`config.mk`:
```
export PLATFORM = sky130hd
export DESIGN_NAME = router_pkt_tx_flat
export DESIGN_NICKNAME = d
export VERILOG_FILES = /design/src/rtl/router_pkt_tx_if.sv /design/src/rtl/router_pkt_tx.sv /design/src/flat_wrapper.sv
export SDC_FILE = /design/constraint.sdc
export NUM_CORES = 1
export LEC_CHECK = 0
export CORE_ASPECT_RATIO = 1.4
export CORE_MARGIN = 2
export CORE_UTILIZATION = 35
export CTS_CLUSTER_DIAMETER = 150
export DETAILED_ROUTE_END_ITERATION = 8
export PLACE_DENSITY = 0.55
export SLEW_MARGIN = 20
export SYNTH_ARGS = -nofsm -noshare
export SYNTH_HDL_FRONTEND = slang
export SYNTH_SLANG_ARGS = --single-unit
```
`constraint.sdc`:
```
create_clock -name clk -period 7.68 [get_ports clk]
set_input_delay 1.152 -clock clk [delete_from_list [all_inputs] [get_ports clk]]
set_output_delay 1.152 -clock clk [all_outputs]
set_load 0.01 [all_outputs]
```
`src/rtl/router_pkt_tx_if.sv`:
```
// Write/start/router bus between a packet source and router_pkt_tx.
// corrupt_parity exists only when ROUTER_PKT_TX_ERR_INJ_EN is defined.
interface router_pkt_tx_if;
    logic       wr_en;
    logic [7:0] wr_data;
    logic       wr_ready;
    logic       start;
    logic [1:0] dest_addr;
    logic [5:0] pay_len;
    logic       busy;
    logic       packet_valid;
    logic [7:0] data_out;
    logic       tx_active;
    logic       done;
    logic       len_err;
`ifdef ROUTER_PKT_TX_ERR_INJ_EN
    logic       corrupt_parity;
`endif

    modport master (
`ifdef ROUTER_PKT_TX_ERR_INJ_EN
        output corrupt_parity,
`endif
        output wr_en, wr_data, start, dest_addr, pay_len, busy,
        input  wr_ready, packet_valid, data_out, tx_active, done, len_err
    );

    modport slave (
`ifdef ROUTER_PKT_TX_ERR_INJ_EN
        input  corrupt_parity,
`endif
        input  wr_en, wr_data, start, dest_addr, pay_len, busy,
        output wr_ready, packet_valid, data_out, tx_active, done, len_err
    );
endinterface

```
`src/rtl/router_pkt_tx.sv`:
```
// Buffered packet transmitter: header, payload, XOR parity, then MIN_GAP idle cycles.
// Optional parity error injection under macro ROUTER_PKT_TX_ERR_INJ_EN.
module router_pkt_tx #(
    parameter int MIN_GAP = 2
) (
    input  logic           clk,
    input  logic           resetn,
    router_pkt_tx_if.slave bus
);
    typedef enum logic [2:0] {IDLE, HEADER, PAYLOAD, PARITY, GAP} state_t;

    state_t     state_reg, state_next;
    logic [5:0] count_reg, count_next;
    logic [5:0] wr_ptr_reg, wr_ptr_next;
    logic [5:0] rd_ptr_reg, rd_ptr_next;
    logic [5:0] len_reg, len_next;
    logic [7:0] parity_reg, parity_next;
    logic [7:0] data_out_reg, data_out_next;
    logic [3:0] gap_reg, gap_next;
    logic       pv_reg, pv_next;
    logic       done_reg, done_next;
    logic       len_err_reg, len_err_next;
    logic       tx_active_reg, tx_active_next;
    logic       wr_ready_reg, wr_ready_next;

    logic [7:0] mem [0:63];
    logic [7:0] rd_data_reg;
    logic       wr_fire;
    logic       start_ok;
    logic [7:0] parity_tx;

`ifdef ROUTER_PKT_TX_ERR_INJ_EN
    logic corrupt_reg, corrupt_next;
    assign parity_tx = parity_reg ^ {7'b0, corrupt_reg};
`else
    assign parity_tx = parity_reg;
`endif

    assign wr_fire  = (state_reg == IDLE) && bus.wr_en && wr_ready_reg;
    assign start_ok = (bus.pay_len != 6'd0) && (bus.pay_len <= count_reg) &&
                      (bus.dest_addr != 2'd3);

    // rd_data_reg always holds mem[rd_ptr_reg]: the read address runs one step ahead.
    always_ff @(posedge clk) begin
        if (wr_fire)
            mem[wr_ptr_reg] <= bus.wr_data;
        rd_data_reg <= mem[rd_ptr_next];
    end

    always_comb begin
        state_next    = state_reg;
        count_next    = count_reg;
        wr_ptr_next   = wr_ptr_reg;
        rd_ptr_next   = rd_ptr_reg;
        len_next      = len_reg;
        parity_next   = parity_reg;
        data_out_next = data_out_reg;
        gap_next      = gap_reg;
        pv_next       = pv_reg;
        done_next     = 1'b0;
        len_err_next  = 1'b0;
`ifdef ROUTER_PKT_TX_ERR_INJ_EN
        corrupt_next  = corrupt_reg;
`endif
        case (state_reg)
            IDLE: begin
                if (wr_fire) begin
                    count_next  = count_reg + 6'd1;
                    wr_ptr_next = wr_ptr_reg + 6'd1;
                end
                if (bus.start) begin
                    if (start_ok) begin
                        state_next    = HEADER;
                        pv_next       = 1'b1;
                        data_out_next = {bus.pay_len, bus.dest_addr};
                        parity_next   = {bus.pay_len, bus.dest_addr};
                        len_next      = bus.pay_len;
                        rd_ptr_next   = 6'd0;
`ifdef ROUTER_PKT_TX_ERR_INJ_EN
                        corrupt_next  = bus.corrupt_parity;
`endif
                    end else begin
                        len_err_next = 1'b1;
                    end
                end
            end
            HEADER: begin
                if (!bus.busy) begin
                    state_next    = PAYLOAD;
                    data_out_next = rd_data_reg;
                    parity_next   = parity_reg ^ rd_data_reg;
                    rd_ptr_next   = rd_ptr_reg + 6'd1;
                end
            end
            PAYLOAD: begin
                if (!bus.busy) begin
                    // rd_ptr equals len once the last payload byte is on the bus
                    if (rd_ptr_reg == len_reg) begin
                        state_next    = PARITY;
                        pv_next       = 1'b0;
                        data_out_next = parity_tx;
                    end else begin
                        data_out_next = rd_data_reg;
                        parity_next   = parity_reg ^ rd_data_reg;
                        rd_ptr_next   = rd_ptr_reg + 6'd1;
                    end
                end
            end
            PARITY: begin
                if (!bus.busy) begin
                    state_next    = GAP;
                    data_out_next = 8'd0;
                    done_next     = 1'b1;
                    gap_next      = 4'd0;
                end
            end
            GAP: begin
                if (gap_reg == 4'(MIN_GAP - 1)) begin
                    state_next  = IDLE;
                    count_next  = 6'd0;
                    wr_ptr_next = 6'd0;
                    rd_ptr_next = 6'd0;
                end else begin
                    gap_next = gap_reg + 4'd1;
                end
            end
            default: state_next = IDLE;
        endcase
        tx_active_next = (state_next != IDLE);
        wr_ready_next  = (state_next == IDLE) && (count_next != 6'd63);
    end

    always_ff @(posedge clk or negedge resetn) begin
        if (!resetn) begin
            state_reg     <= IDLE;
            count_reg     <= 6'd0;
            wr_ptr_reg    <= 6'd0;
            rd_ptr_reg    <= 6'd0;
            len_reg       <= 6'd0;
            parity_reg    <= 8'd0;
            data_out_reg  <= 8'd0;
            gap_reg       <= 4'd0;
            pv_reg        <= 1'b0;
            done_reg      <= 1'b0;
            len_err_reg   <= 1'b0;
            tx_active_reg <= 1'b0;
            wr_ready_reg  <= 1'b0;
`ifdef ROUTER_PKT_TX_ERR_INJ_EN
            corrupt_reg   <= 1'b0;
`endif
        end else begin
            state_reg     <= state_next;
            count_reg     <= count_next;
            wr_ptr_reg    <= wr_ptr_next;
            rd_ptr_reg    <= rd_ptr_next;
            len_reg       <= len_next;
            parity_reg    <= parity_next;
            data_out_reg  <= data_out_next;
            gap_reg       <= gap_next;
            pv_reg        <= pv_next;
            done_reg      <= done_next;
            len_err_reg   <= len_err_next;
            tx_active_reg <= tx_active_next;
            wr_ready_reg  <= wr_ready_next;
`ifdef ROUTER_PKT_TX_ERR_INJ_EN
            corrupt_reg   <= corrupt_next;
`endif
        end
    end

    assign bus.packet_valid = pv_reg;
    assign bus.data_out     = data_out_reg;
    assign bus.done         = done_reg;
    assign bus.len_err      = len_err_reg;
    assign bus.tx_active    = tx_active_reg;
    assign bus.wr_ready     = wr_ready_reg;
endmodule

```
`src/flat_wrapper.sv`:
```
// flat-port wrapper written by rule: the top's interface ports become plain ports
module router_pkt_tx_flat 
#(
    parameter int MIN_GAP = 2
)
  (clk, resetn, bus_wr_en, bus_wr_data, bus_start, bus_dest_addr, bus_pay_len, bus_busy, bus_wr_ready, bus_packet_valid, bus_data_out, bus_tx_active, bus_done, bus_len_err);
  router_pkt_tx_if bus_i ();
  input  logic clk;
  input  logic resetn;
  input wire logic [$bits(bus_i.wr_en)-1:0] bus_wr_en;
  input wire logic [$bits(bus_i.wr_data)-1:0] bus_wr_data;
  input wire logic [$bits(bus_i.start)-1:0] bus_start;
  input wire logic [$bits(bus_i.dest_addr)-1:0] bus_dest_addr;
  input wire logic [$bits(bus_i.pay_len)-1:0] bus_pay_len;
  input wire logic [$bits(bus_i.busy)-1:0] bus_busy;
  output wire logic [$bits(bus_i.wr_ready)-1:0] bus_wr_ready;
  output wire logic [$bits(bus_i.packet_valid)-1:0] bus_packet_valid;
  output wire logic [$bits(bus_i.data_out)-1:0] bus_data_out;
  output wire logic [$bits(bus_i.tx_active)-1:0] bus_tx_active;
  output wire logic [$bits(bus_i.done)-1:0] bus_done;
  output wire logic [$bits(bus_i.len_err)-1:0] bus_len_err;
  assign bus_i.wr_en = bus_wr_en;
  assign bus_i.wr_data = bus_wr_data;
  assign bus_i.start = bus_start;
  assign bus_i.dest_addr = bus_dest_addr;
  assign bus_i.pay_len = bus_pay_len;
  assign bus_i.busy = bus_busy;
  assign bus_wr_ready = bus_i.wr_ready;
  assign bus_packet_valid = bus_i.packet_valid;
  assign bus_data_out = bus_i.data_out;
  assign bus_tx_active = bus_i.tx_active;
  assign bus_done = bus_i.done;
  assign bus_len_err = bus_i.len_err;
  router_pkt_tx #(.MIN_GAP(MIN_GAP)) u_core (.clk(clk), .resetn(resetn), .bus(bus_i));
endmodule
```
==> impl_metrics.json <==
{
  "number_of_global_route_vias_before_repair": 14600,
  "cp.required_ns": 8.25,
  "initial_utilization_pct": 35.5,
  "cts.repair_timing.setup_buffer_count": 0,
  "final.setup.worst_slack_ns": 2.08,
  "post_cts.resized_instances": 0,
  "dr_total_vias": 14800,
  "yosys.area.top_type": "sky130_fd_sc_hd__edfxtp_1",
  "place_congestion": 0.835,
  "net_count_after_synthesis": 1830,
  "detailedPlacementHpwl_um": 39100,
  "place_inst": 2598,
  "post_synth_num_cell_types": 69,
  "grt_overflow": 0,
  "drcViolationCount": 0,
  "worst_setup_path_end_kind": "flip-flop",
  "worst_slew_pin_tran_ns": 1.10,
  "final_hold_viol_count": 0,
  "commonest_cells_after_routing_fill_and_taps_aside": "sky130_fd_sc_hd__edfxtp_1, sky130_fd_sc_hd__nand2_1, sky130_fd_sc_hd__nor2_1",
  "worst_path_max_delay_cell": "sky130_fd_sc_hd__nor4_1",
  "clkLatencyLatePin_ns": 0.64,
  "grt.total_usage_pct": 18.1,
  "routed_wirelength_um": 63400,
  "initialDrtViolationCount": 1192,
  "seq_area_mm2": 0.0168,
  "timing.max_cap.violations": 0,
  "async_flop_share_pct": 9.09,
  "fin_skew_ns": 0.0313,
  "detailed_routing_iteration_count_for_the_pre_antenna_repair_pass": 6,
  "synth_flop_cell": "sky130_fd_sc_hd__edfxtp_1",
  "critical_path_peak_fanout": 56,
  "ant_nets": 0,
  "holdWs_ns": 0.508,
  "hp-class": "flip-flop to flip-flop",
  "cellPowerDensity_mw_per_mm2": 370,
  "synth_area_per_cell_um2": 13.2,
  "tritoncts": "built",
  "max_freq_mhz": 179,
  "layout.cells.non_filler": 2696,
  "dieWidth_um": 224,
  "yosysWarningCount": 0,
  "timing.critical_path.arrival_ns": 6.17,
  "most_common_library_cell_in_the_layout_ignoring_fill_and_taps": "sky130_fd_sc_hd__edfxtp_1",
  "area_used_by_multi_input_combinational_logic_mm2": 0.00633,
  "htree_levels": 2,
  "max-clock-path-buffers": 3,
  "wire_length_of_the_first_global_routing_pass_um": 94900,
  "rows": 112,
  "setup_violations": 0,
  "clkSlewWorstSetupHoldPaths_ns": 0.07,
  "die_height_um": 312,
  "cts_hold_buffers": 0,
  "cts-root-buf": "sky130_fd_sc_hd__clkbuf_16",
  "worst_slew_margin_rel_pct": 26.7,
  "dp_worst_setup_slack_ns": 1.42,
  "power.total_mw": 9.82,
  "cp_slowest_stage_delay_ns": 0.82,
  "port_buffers": 33,
  "leakage_nw": 9.02,
  "outcome": "completed",
  "tns_ns": 0,
  "design.die.area_mm2": 0.0699,
  "ff_latch_count_synth": 572,
  "clock-sinks": 572,
  "max-vdd-ir-drop_mv": 0.320,
  "initial_antenna_violation_count": 2,
  "final_report_max_slew_violation_count": 0,
  "drt-vias-per-instance": 5.47,
  "filler_cell_count": 6213,
  "path_cells": "clkdlybuf4s50_1 > ha_1 > nand4_1 > o21bai_1 > a31oi_1 > or2_2 > a211oi_4 > buf_4 > buf_4 > nor2_1 > a32oi_1 > a31oi_1 > nor4_1 > o21ai_0 > nand3_1",
  "layout.nets": 1830,
  "i_o_pins": 34,
  "flow.area_growth_from_synthesis_pct": 11.7,
  "synthesized_netlist_cell_count": 1798,
  "flip_flop_count_of_the_largest_register_all_copies_and_words_added": 512,
  "edff_count_synth": 512,
  "syn-cell-area_mm2": 0.0237,
  "synth.area.top_cells": "sky130_fd_sc_hd__edfxtp_1, sky130_fd_sc_hd__nand2_1, sky130_fd_sc_hd__dfrtp_1",
  "post-synth-top-area-fraction_pct": 64.8,
  "synth-seq-area-share_pct": 71.0,
  "grt_max_degree": 103,
  "finalWorstPathRequiredPeriod_ns": 5.60,
  "layout-drive-gt1-share_pct": 7.83,
  "wire_per_inst_um": 23.5,
  "worstSetupStartpointType": "primary input",
  "top_register": "u_core.mem",
  "finalCritPeriodShare_pct": 72.9,
  "numCtsBuffers": 53,
  "unrepaired_setup_endpoints_after_global_routing": "no",
  "core-area_mm2": 0.0668,
  "worst-setup-path-type": "primary input to flip-flop"
}
-- worst paths after layout --
| check | from | endpoint | slack, ns | cells past startpoint |
|---|---|---|---|---|
| worst min register to register | u_core.count_reg[4] | u_core.count_reg[4] | 0.51 | 1 |
| worst min-delay path | u_core.count_reg[4] | u_core.count_reg[4] | 0.51 | 1 |
| min in group asynchronous | resetn | u_core.bus.data_out[7] | 0.65 | 2 |
| worst max register to register | u_core.state_reg[1] | u_core.rd_data_reg[3] | 2.25 | 13 |
| worst max-delay path | bus_pay_len[4] | u_core.rd_data_reg[3] | 2.08 | 15 |
| max in group asynchronous | resetn | u_core.state_reg[2] | 6.55 | 2 |
-- stage by stage --
stage / instance area [um^2] / utilization (%)
after floorplan: 23700 / -
after global placement: 24800 / 37.0
after detailed placement: 24800 / 37.1
after CTS: 26500 / 39.6
after global routing: 26500 / 39.6
final: 26500 / 39.6
-- cells in the mapped netlist (all sizes together) (8+ instances only) --
master / instances
edfxtp: 512
buf: 83
inv: 14
nand2: 366
o21ai: 46
nor2: 123
nand3: 72
nor3b: 9
a31oi: 32
mux2i: 91
or3: 8
xor2: 12
a211oi: 14
dfrtp: 52
a21oi: 77
a22oi: 29
dfxtp: 8
a21o: 10
o22ai: 22
and3: 43
a311oi: 34
clkbuf: 25
a32oi: 12
ha: 11
-- cell type report --
class                      count  share of cell area (%)
timing repair buffer          53                    1.79
multi-input combinational   1104                    23.9
inverter                      14                   0.227
sequential                   572                    63.5
clock buffer                  70                    5.52
tap                          855                    4.04
clock inverter                27                   0.996
antenna                        1                 0.00944
-- layer usage --
layer | part of all wire (%) | up-vias | track usage [%]
met1 | 39 | 7457 | 21.3
met2 | 52 | 449 | 32.4
li1 | - | 6722 | -
met5 | 0.047 | - | 0
met3 | 4.9 | 127 | 2.87
met4 | 4.5 | 4 | 8.18
-- cell families after synthesis --
| logic type | Yosys count | share of synthesized area, % |
|---|---|---|
| simple gates | 665 | 12.2 |
| flops | 572 | 71.0 |
| compound gates | 318 | 9.13 |
| buf+inv | 122 | 2.49 |
| mux | 97 | 4.13 |
| xor+xnor | 13 | 0.480 |
| fa+ha+maj | 11 | 0.580 |
-- worst max-delay path, delay by kind of cell --
family                   cells  cell delay, ns
AO/OA/AOI/OAI                6            1.19
adder cells (fa/ha/maj)      1            0.36
buffers and inverters        3            1.67
AND/OR/NAND/NOR              5            1.78
-- power breakdown --
part	leakage, nW	internal, mW	total (mW)	switching (mW)
sequential	5.32	3.56	3.73	0.170
clock	0.843	1.48	2.64	1.16
combinational	2.86	1.16	3.44	2.29
No activity file was read; power rests on OpenSTA's default activity.
